==> src/rtl/ps2_pkg.sv <==
// -----------------------------------------------------------------------------
// ps2_pkg
// Shared definitions for the PS/2 set-2 key event decoder:
//   - scan-code constants for prefixes, keyboard status bytes and modifier keys
//   - decoder FSM state encoding
//   - key event record {code, ext, make, is_repeat}
//   - small classification helpers used by the decoder FSM
// No ports (package).
// -----------------------------------------------------------------------------
package ps2_pkg;

   localparam logic [7:0] SC_EXT     = 8'hE0;
   localparam logic [7:0] SC_BRK     = 8'hF0;
   localparam logic [7:0] SC_PAUSE   = 8'hE1;
   localparam logic [7:0] SC_BAT     = 8'hAA;
   localparam logic [7:0] SC_ACK     = 8'hFA;
   localparam logic [7:0] SC_RESEND  = 8'hFE;
   localparam logic [7:0] SC_ECHO    = 8'hEE;
   localparam logic [7:0] SC_NULL    = 8'h00;
   localparam logic [7:0] SC_OVERRUN = 8'hFF;
   localparam logic [7:0] SC_LSHIFT  = 8'h12;
   localparam logic [7:0] SC_RSHIFT  = 8'h59;
   localparam logic [7:0] SC_CTRL    = 8'h14;
   localparam logic [7:0] SC_ALT     = 8'h11;
   localparam logic [7:0] SC_CAPS    = 8'h58;

   typedef enum logic [2:0] {
      ST_IDLE,
      ST_EXT,
      ST_BRK,
      ST_EXT_BRK,
      ST_PAUSE
   } dec_state_t;

   // "repeat" is a reserved word, hence is_repeat
   typedef struct packed {
      logic [7:0] code;
      logic       ext;
      logic       make;
      logic       is_repeat;
   } key_event_t;

   // Keyboard status / self-test bytes that never form a key event
   function automatic logic is_status_byte(input logic [7:0] b);
      return (b == SC_BAT) || (b == SC_ACK) || (b == SC_RESEND) ||
             (b == SC_ECHO) || (b == SC_NULL) || (b == SC_OVERRUN);
   endfunction

   // E0-prefixed shift codes are synthetic (sent around Ins/Del/arrows etc.)
   function automatic logic is_fake_shift(input logic [7:0] b);
      return (b == SC_LSHIFT) || (b == SC_RSHIFT);
   endfunction

endpackage

==> src/rtl/ps2_pop_ctrl.sv <==
// -----------------------------------------------------------------------------
// ps2_pop_ctrl
// Pops bytes from the PS/2 receiver FIFO. A pop is taken whenever the FIFO is
// non-empty and no pop happened in the previous clock; the pop strobe is one
// clock wide and is always followed by a one-clock gap, so the FIFO's head has
// time to advance before rx_ready is sampled again.
// Ports:
//   clk, clrn    clock, asynchronous active-low reset
//   rx_data      FIFO head byte (valid while rx_ready=1)
//   rx_ready     FIFO non-empty
//   nextdata_n   active-low pop strobe to the FIFO
//   byte_data    byte latched by the last pop
//   byte_vld     1-clk strobe: byte_data holds a freshly popped byte
// -----------------------------------------------------------------------------
module ps2_pop_ctrl (
   input  logic       clk,
   input  logic       clrn,
   input  logic [7:0] rx_data,
   input  logic       rx_ready,
   output logic       nextdata_n,
   output logic [7:0] byte_data,
   output logic       byte_vld
);

   logic       pop;
   logic [7:0] data;
   logic       take;

   assign take = rx_ready & ~pop;

   always_ff @(posedge clk or negedge clrn) begin
      if (!clrn) begin
         pop  <= 1'b0;
         data <= 8'h00;
      end else begin
         pop <= take;
         if (take) data <= rx_data;
      end
   end

   assign nextdata_n = ~pop;
   assign byte_data  = data;
   assign byte_vld   = pop;

endmodule

==> src/rtl/ps2_key_event_decoder.sv <==
// -----------------------------------------------------------------------------
// ps2_key_event_decoder
// Consumes raw set-2 scan-code bytes from the PS/2 receiver FIFO and turns
// prefix sequences (E0 extended, F0 break, E1 Pause) into single key events.
// Tracks the currently held key and counts its releases.
// Optional build macro: PS2_DEC_MODIFIER_EN -- adds shift/ctrl/alt/caps-lock
// tracking; when undefined the four modifier outputs are tied low.
// Ports:
//   clk, clrn     clock, asynchronous active-low reset
//   rx_data       FIFO head byte        rx_ready  FIFO non-empty
//   rx_overflow   receiver FIFO overflow (sticky err, aborts partial prefix)
//   nextdata_n    active-low 1-clk pop strobe to the FIFO
//   ev_valid      1-clk event pulse; ev_code/ev_ext/ev_make/ev_repeat hold
//                 the last event's fields until the next one
//   held_code     currently held key (00 if none), held_ext its E0 flag
//   press_count   releases of the held key (wraps at 2^CNT_W)
//   err           sticky overflow / protocol-fault flag
//   mod_shift, mod_ctrl, mod_alt, caps_lock   modifier state
// -----------------------------------------------------------------------------
module ps2_key_event_decoder
   import ps2_pkg::*;
#(
   parameter int CNT_W     = 8,
   parameter int PAUSE_LEN = 7
) (
   input  logic             clk,
   input  logic             clrn,
   input  logic [7:0]       rx_data,
   input  logic             rx_ready,
   input  logic             rx_overflow,
   output logic             nextdata_n,
   output logic             ev_valid,
   output logic [7:0]       ev_code,
   output logic             ev_ext,
   output logic             ev_make,
   output logic             ev_repeat,
   output logic [7:0]       held_code,
   output logic             held_ext,
   output logic [CNT_W-1:0] press_count,
   output logic             err,
   output logic             mod_shift,
   output logic             mod_ctrl,
   output logic             mod_alt,
   output logic             caps_lock
);

   localparam int PC_W = (PAUSE_LEN < 2) ? 1 : $clog2(PAUSE_LEN + 1);

   logic [7:0]  byte_data;
   logic        byte_vld;

   dec_state_t  state, state_nx;
   logic [PC_W-1:0] pcnt, pcnt_nx;

   logic        fire;
   logic        hit;
   logic        proto_err;
   key_event_t  fire_ev;
   key_event_t  ev_q;
   logic        ev_valid_q;

   ps2_pop_ctrl u_pop (
      .clk        (clk),
      .clrn       (clrn),
      .rx_data    (rx_data),
      .rx_ready   (rx_ready),
      .nextdata_n (nextdata_n),
      .byte_data  (byte_data),
      .byte_vld   (byte_vld)
   );

   always_ff @(posedge clk or negedge clrn) begin
      if (!clrn) begin
         state <= ST_IDLE;
         pcnt  <= '0;
      end else begin
         state <= state_nx;
         pcnt  <= pcnt_nx;
      end
   end

   // Prefix parser. An overflow in the same clock as a byte discards that byte.
   always_comb begin
      state_nx  = state;
      pcnt_nx   = pcnt;
      fire      = 1'b0;
      proto_err = 1'b0;
      fire_ev   = '0;
      hit       = 1'b0;
      if (rx_overflow) begin
         state_nx = ST_IDLE;
         pcnt_nx  = '0;
      end else if (byte_vld) begin
         case (state)
            ST_IDLE: begin
               if (byte_data == SC_EXT) begin
                  state_nx = ST_EXT;
               end else if (byte_data == SC_BRK) begin
                  state_nx = ST_BRK;
               end else if (byte_data == SC_PAUSE) begin
                  state_nx = ST_PAUSE;
                  pcnt_nx  = '0;
               end else if (!is_status_byte(byte_data)) begin
                  fire         = 1'b1;
                  fire_ev.code = byte_data;
                  fire_ev.make = 1'b1;
               end
            end
            ST_EXT: begin
               if (byte_data == SC_BRK) begin
                  state_nx = ST_EXT_BRK;
               end else if (byte_data == SC_EXT) begin
                  state_nx = ST_EXT;
               end else if (is_fake_shift(byte_data)) begin
                  state_nx = ST_IDLE;
               end else begin
                  fire         = 1'b1;
                  fire_ev.code = byte_data;
                  fire_ev.ext  = 1'b1;
                  fire_ev.make = 1'b1;
                  state_nx     = ST_IDLE;
               end
            end
            ST_BRK: begin
               if (byte_data == SC_BRK) begin
                  state_nx = ST_BRK;
               end else if (byte_data == SC_EXT) begin
                  // F0 E0 is out of order: flag it, keep the extended prefix
                  proto_err = 1'b1;
                  state_nx  = ST_EXT;
               end else begin
                  fire         = 1'b1;
                  fire_ev.code = byte_data;
                  state_nx     = ST_IDLE;
               end
            end
            ST_EXT_BRK: begin
               state_nx = ST_IDLE;
               if (!is_fake_shift(byte_data)) begin
                  fire         = 1'b1;
                  fire_ev.code = byte_data;
                  fire_ev.ext  = 1'b1;
               end
            end
            ST_PAUSE: begin
               // Pause sends E1 + PAUSE_LEN bytes and never a release
               pcnt_nx = pcnt + PC_W'(1);
               if (pcnt_nx == PC_W'(PAUSE_LEN)) begin
                  fire         = 1'b1;
                  fire_ev.code = SC_PAUSE;
                  fire_ev.make = 1'b1;
                  pcnt_nx      = '0;
                  state_nx     = ST_IDLE;
               end
            end
            default: begin
               state_nx = ST_IDLE;
               pcnt_nx  = '0;
            end
         endcase
      end
      hit               = ({fire_ev.ext, fire_ev.code} == {held_ext, held_code});
      fire_ev.is_repeat = fire_ev.make & hit;
   end

   // Event register and held-key tracking
   always_ff @(posedge clk or negedge clrn) begin
      if (!clrn) begin
         ev_valid_q  <= 1'b0;
         ev_q        <= '0;
         held_code   <= 8'h00;
         held_ext    <= 1'b0;
         press_count <= '0;
         err         <= 1'b0;
      end else begin
         ev_valid_q <= fire;
         if (rx_overflow || proto_err) err <= 1'b1;
         if (fire) begin
            ev_q <= fire_ev;
            if (fire_ev.make) begin
               if (!hit) begin
                  held_code <= fire_ev.code;
                  held_ext  <= fire_ev.ext;
               end
            end else if (hit) begin
               held_code   <= 8'h00;
               held_ext    <= 1'b0;
               press_count <= press_count + CNT_W'(1);
            end
         end
      end
   end

   assign ev_valid  = ev_valid_q;
   assign ev_code   = ev_q.code;
   assign ev_ext    = ev_q.ext;
   assign ev_make   = ev_q.make;
   assign ev_repeat = ev_q.is_repeat;

`ifdef PS2_DEC_MODIFIER_EN
   logic lshift, rshift, ctrl, alt, caps;

   // Modifiers follow make/break events directly, regardless of held_code
   always_ff @(posedge clk or negedge clrn) begin
      if (!clrn) begin
         lshift <= 1'b0;
         rshift <= 1'b0;
         ctrl   <= 1'b0;
         alt    <= 1'b0;
         caps   <= 1'b0;
      end else if (fire) begin
         case (fire_ev.code)
            SC_LSHIFT: lshift <= fire_ev.make;
            SC_RSHIFT: rshift <= fire_ev.make;
            SC_CTRL:   ctrl   <= fire_ev.make;
            SC_ALT:    alt    <= fire_ev.make;
            SC_CAPS:   if (fire_ev.make && !fire_ev.is_repeat) caps <= ~caps;
            default:   ;
         endcase
      end
   end

   assign mod_shift = lshift | rshift;
   assign mod_ctrl  = ctrl;
   assign mod_alt   = alt;
   assign caps_lock = caps;
`else
   assign mod_shift = 1'b0;
   assign mod_ctrl  = 1'b0;
   assign mod_alt   = 1'b0;
   assign caps_lock = 1'b0;
`endif

endmodule

==> config.mk <==
export PLATFORM = sky130hd
export DESIGN_NAME = ps2_key_event_decoder
export DESIGN_NICKNAME = d
export VERILOG_FILES = /design/src/rtl/ps2_pkg.sv /design/src/rtl/ps2_pop_ctrl.sv /design/src/rtl/ps2_key_event_decoder.sv
export SDC_FILE = /design/constraint.sdc
export NUM_CORES = 1
export LEC_CHECK = 0
export CORE_UTILIZATION = 46
export DETAILED_ROUTE_END_ITERATION = 8
export HOLD_SLACK_MARGIN = 0.05
export PLACE_DENSITY_LB_ADDON = 0.25
export SLEW_MARGIN = 10
export SYNTH_ARGS = -nofsm -noshare
export SYNTH_HDL_FRONTEND = slang
export SYNTH_HIERARCHICAL = 1
export SYNTH_SLANG_ARGS = --single-unit
==> constraint.sdc <==
create_clock -name clk -period 3.6 [get_ports clk]
set_clock_uncertainty 0.2 [all_clocks]
set_input_delay 0.72 -clock clk [delete_from_list [all_inputs] [get_ports clk]]
set_output_delay 0.72 -clock clk [all_outputs]
set_load 0.02 [all_outputs]
==> results.md <==
- Status: finished, final reports clean
- Setup WS post-layout: 0.163 ns
- Initial drt markers: 182
- Antenna violations before repair: 0
- Min-delay worst type: reg2reg
- Critical Path, Cell by Cell: or4_4 > o311ai_4 > nor2_2 > or3_4 > a31oi_1 > and4_1 > and3_1 > ha_1 > nand2_1 > nor3_2 > a32o_1
- Synth Warn #: 6
- Tcrit/Tclk final: 95.5%
- # IOs: 47
- Crit-path max cell delay: 0.60 ns
- Worst-Margin Slew: 0.978 ns
- Final instance area: 3450 sq um
- Final ANT Viol Nets: 0
- Crit-path slowest cell: or4_4
- Residual DRC: 0
- Area occupied by multi-input gates: 1400 sq um
- Number of buffers created by CTS: 5
- Vias: 2276
- Vias per inst: 5.66
- Global-route wire length before repair: 10.7 mm
- FF+latch area: 1130 sq um
- Rows: 27
- Worst-Skew Late Latency: 0.30 ns
- Final hold slack: 0.265 ns
- Ys flop type: dfrtp_1
- TritonCTS clock tree: done
- Post-cts sizing count: 0
- Syn avg cell area: 10.1 sq um
- Worst-path clk slew: 0.09 ns
- Worst EP required: 3.60 ns
- Pwr Total: 1.71 mW
- DRT Wirelength: 6.21 mm
- Worst slack at placement: 0.132 ns
- Synth Register Bits: 45
- DR WL/cell: 15.4 um
- Top Family by Delay on Critical Path: simple AND/OR/NAND/NOR gates
- Minimum clock period: 3.44 ns
- Core Util, Final: 62.6%
- Antenna Cells: 0
- Crit. End Element: flop
- Worst Path Buf+Inv: 0
- IR drop worst, VDD: 0.342 mV
- Fin nets: 345
- Peak Freq: 291 MHz
- Drt first pass iters: 4
- Layout fillers: 465
- Ys async rst share: 100%
- Worst Path Arrival: 3.44 ns
- Yosys cell types: 60
- Global route overflow: 0
- Relative slew margins: 34.8%
- Core outline area: 5510 sq um
- Final Max Tran Viols: 0
- Layout Cells excl Fill: 402
- PwrDens: 497 nW/um^2
- Clk sinks: 45
- Root Buffer: clkbuf_8
- DP Cell Count: 394
- Die area: 6000 sq um
- Buffers on Ports: 42
- Finish-stage setup viols: 0
- Initial core utilization: 47.5%
- Leakage: 1.49 nW
- Post-synth EDFFs: 0
- H-tree depth: 2
- Synth Cell Area: 2620 sq um
- Pin count of the biggest net entering global routing: 46
- Unrepaired setup endpoints after global routing: false
- CP max FO: 7
- Hpwl dp: 4.57 mm
- GP Congestion: 0.898
- Setup TNS: 0 ns
- Die Span X: 77.4 um
- Clock buffer depth: 2
- Area Growth Syn to Fin: 31.6%
- Sequential-to-total area share from yosys stat: 43.0%
- Startpoint types: flop
- Placed cell area: 3280 sq um
- Worst setup path class: reg2reg
- Vias in the first global route: 2130
- Final Hold Vio Count: 0
- Setup Buffers After CTS: 0
- Die height: 77.4 um
- Layout cells sized above 1: 22.4%
- Hold-fix buffers at CTS: 0
- Synth Instances: 260
- GRT Overall Usage: 22.8%
- Maxcap violations: 0
area by class of cell:
class | instances | area share (%)
clock buffers | 5 | 2.00
clock inverters | 3 | 2.00
inverters | 9 | 0.980
multi-input cells | 194 | 40.6
flip-flops and latches | 45 | 32.8
well taps | 72 | 2.61
repair buffers | 74 | 19.0
kinds of logic after synthesis:
| logic type | count (synthesis) | share of synthesized area, % |
|---|---|---|
| and+or+nand+nor | 104 | 21.8 |
| muxes | 11 | 5.98 |
| adders and majority gates | 4 | 1.91 |
| buffers and inverters | 24 | 4.78 |
| other | 1 | 0.143 |
| AOI/OAI and AO/OA | 61 | 19.0 |
| xor gates and xnor gates | 10 | 3.35 |
| DFF | 45 | 43.0 |
synthesized netlist by cell type (2+ instances only):
master / instances / area (sq um)
nand4_1: 11 / 68.8
and4_1: 2 / 17.5
nor2_1: 14 / 52.6
o31ai_1: 6 / 45.0
nand3_1: 2 / 10.0
nor3_1: 5 / 25.0
a21o_1: 3 / 22.5
nor4b_1: 2 / 17.5
a22o_1: 3 / 26.3
buf_6: 2 / 22.5
buf_2: 4 / 20.0
ha_1: 4 / 50.1
a211oi_1: 2 / 15.0
a21oi_1: 6 / 30.0
nand3_2: 2 / 20.0
xnor2_1: 9 / 78.8
dfrtp_1: 45 / 1130
and3_1: 7 / 43.8
nor4_1: 3 / 18.8
nand2_1: 34 / 128
a32o_1: 6 / 60.1
nor2b_1: 3 / 18.8
o41ai_1: 2 / 17.5
o21ai_0: 16 / 80.1
nor2_2: 2 / 12.5
inv_1: 8 / 30.0
or4_1: 2 / 15.0
o22ai_1: 2 / 12.5
nand2b_1: 3 / 18.8
nor3b_1: 2 / 15.0
or4b_1: 2 / 20.0
mux2_4: 9 / 135
clkbuf_1: 5 / 18.8
o21ai_1: 3 / 15.0
buf_4: 4 / 30.0
layer usage:
metal / wire length, um / vias up / track usage, %
met3: 289 / 6 / 5.06
met5: 0 / - / 0
met4: 63 / 0 / 6.42
li1: - / 1091 / -
met1: 2990 / 1113 / 32.1
met2: 2860 / 66 / 35.0
power breakdown:
| part | switching, mW | leakage (nW) | internal, mW |
|---|---|---|---|
| logic | 0.289 | 0.845 | 0.294 |
| registers | 0.0895 | 0.580 | 0.580 |
| clock network | 0.183 | 0.0687 | 0.279 |
| total | 0.561 | 1.49 | 1.15 |
sequential cells by signal, summed over array words and instances, names as in the netlist:
name / count
ev_ext: 1
ev_valid: 1
held_ext: 1
u_pop/byte_vld: 1
ev_repeat: 1
pcnt: 3
err: 1
u_pop/byte_data: 8
press_count: 8
ev_code: 8
held_code: 8
ev_make: 1
state: 3
worst reg2reg max path: cells and delay by family, from the launching register on:
kind                       cells  cell delay [ns]
DFF                            1             0.45
and+or+nand+nor                7             1.73
adders and majority gates      1             0.23
AOI/OAI and AO/OA              3             0.72
layout by cell type, fill, tap and decap left out, drive strengths merged, types with 5 or more instances in the layout:
cell type	Yosys	layout
o21ai	20	20
xnor2	9	9
nand4	11	11
and3	7	7
buf	10	33
nor2	16	16
a32o	6	6
clkdlybuf4s50	0	41
o31ai	7	7
nand2	34	34
inv	9	10
nor3	6	6
mux2	10	10
clkbuf	5	5
a21oi	6	6
dfrtp	45	45
final timing paths:
check	slack, ns	end	from	cells after the start
max in group asynchronous	2.15	u_pop/byte_data[0]$_DFFE_PN0P_	clrn	1
min in group asynchronous	0.36	pcnt[1]$_DFFE_PN0P_	clrn	1
worst max register to register	0.16	held_code[3]$_DFFE_PN0P_	u_pop/byte_data[0]$_DFFE_PN0P_	11
worst max-delay path	0.16	held_code[3]$_DFFE_PN0P_	u_pop/byte_data[0]$_DFFE_PN0P_	11
worst min register to register	0.27	err$_DFFE_PN0P_	err$_DFFE_PN0P_	2
worst min-delay path	0.27	err$_DFFE_PN0P_	err$_DFFE_PN0P_	2
No activity file was read; power rests on OpenSTA's default activity.
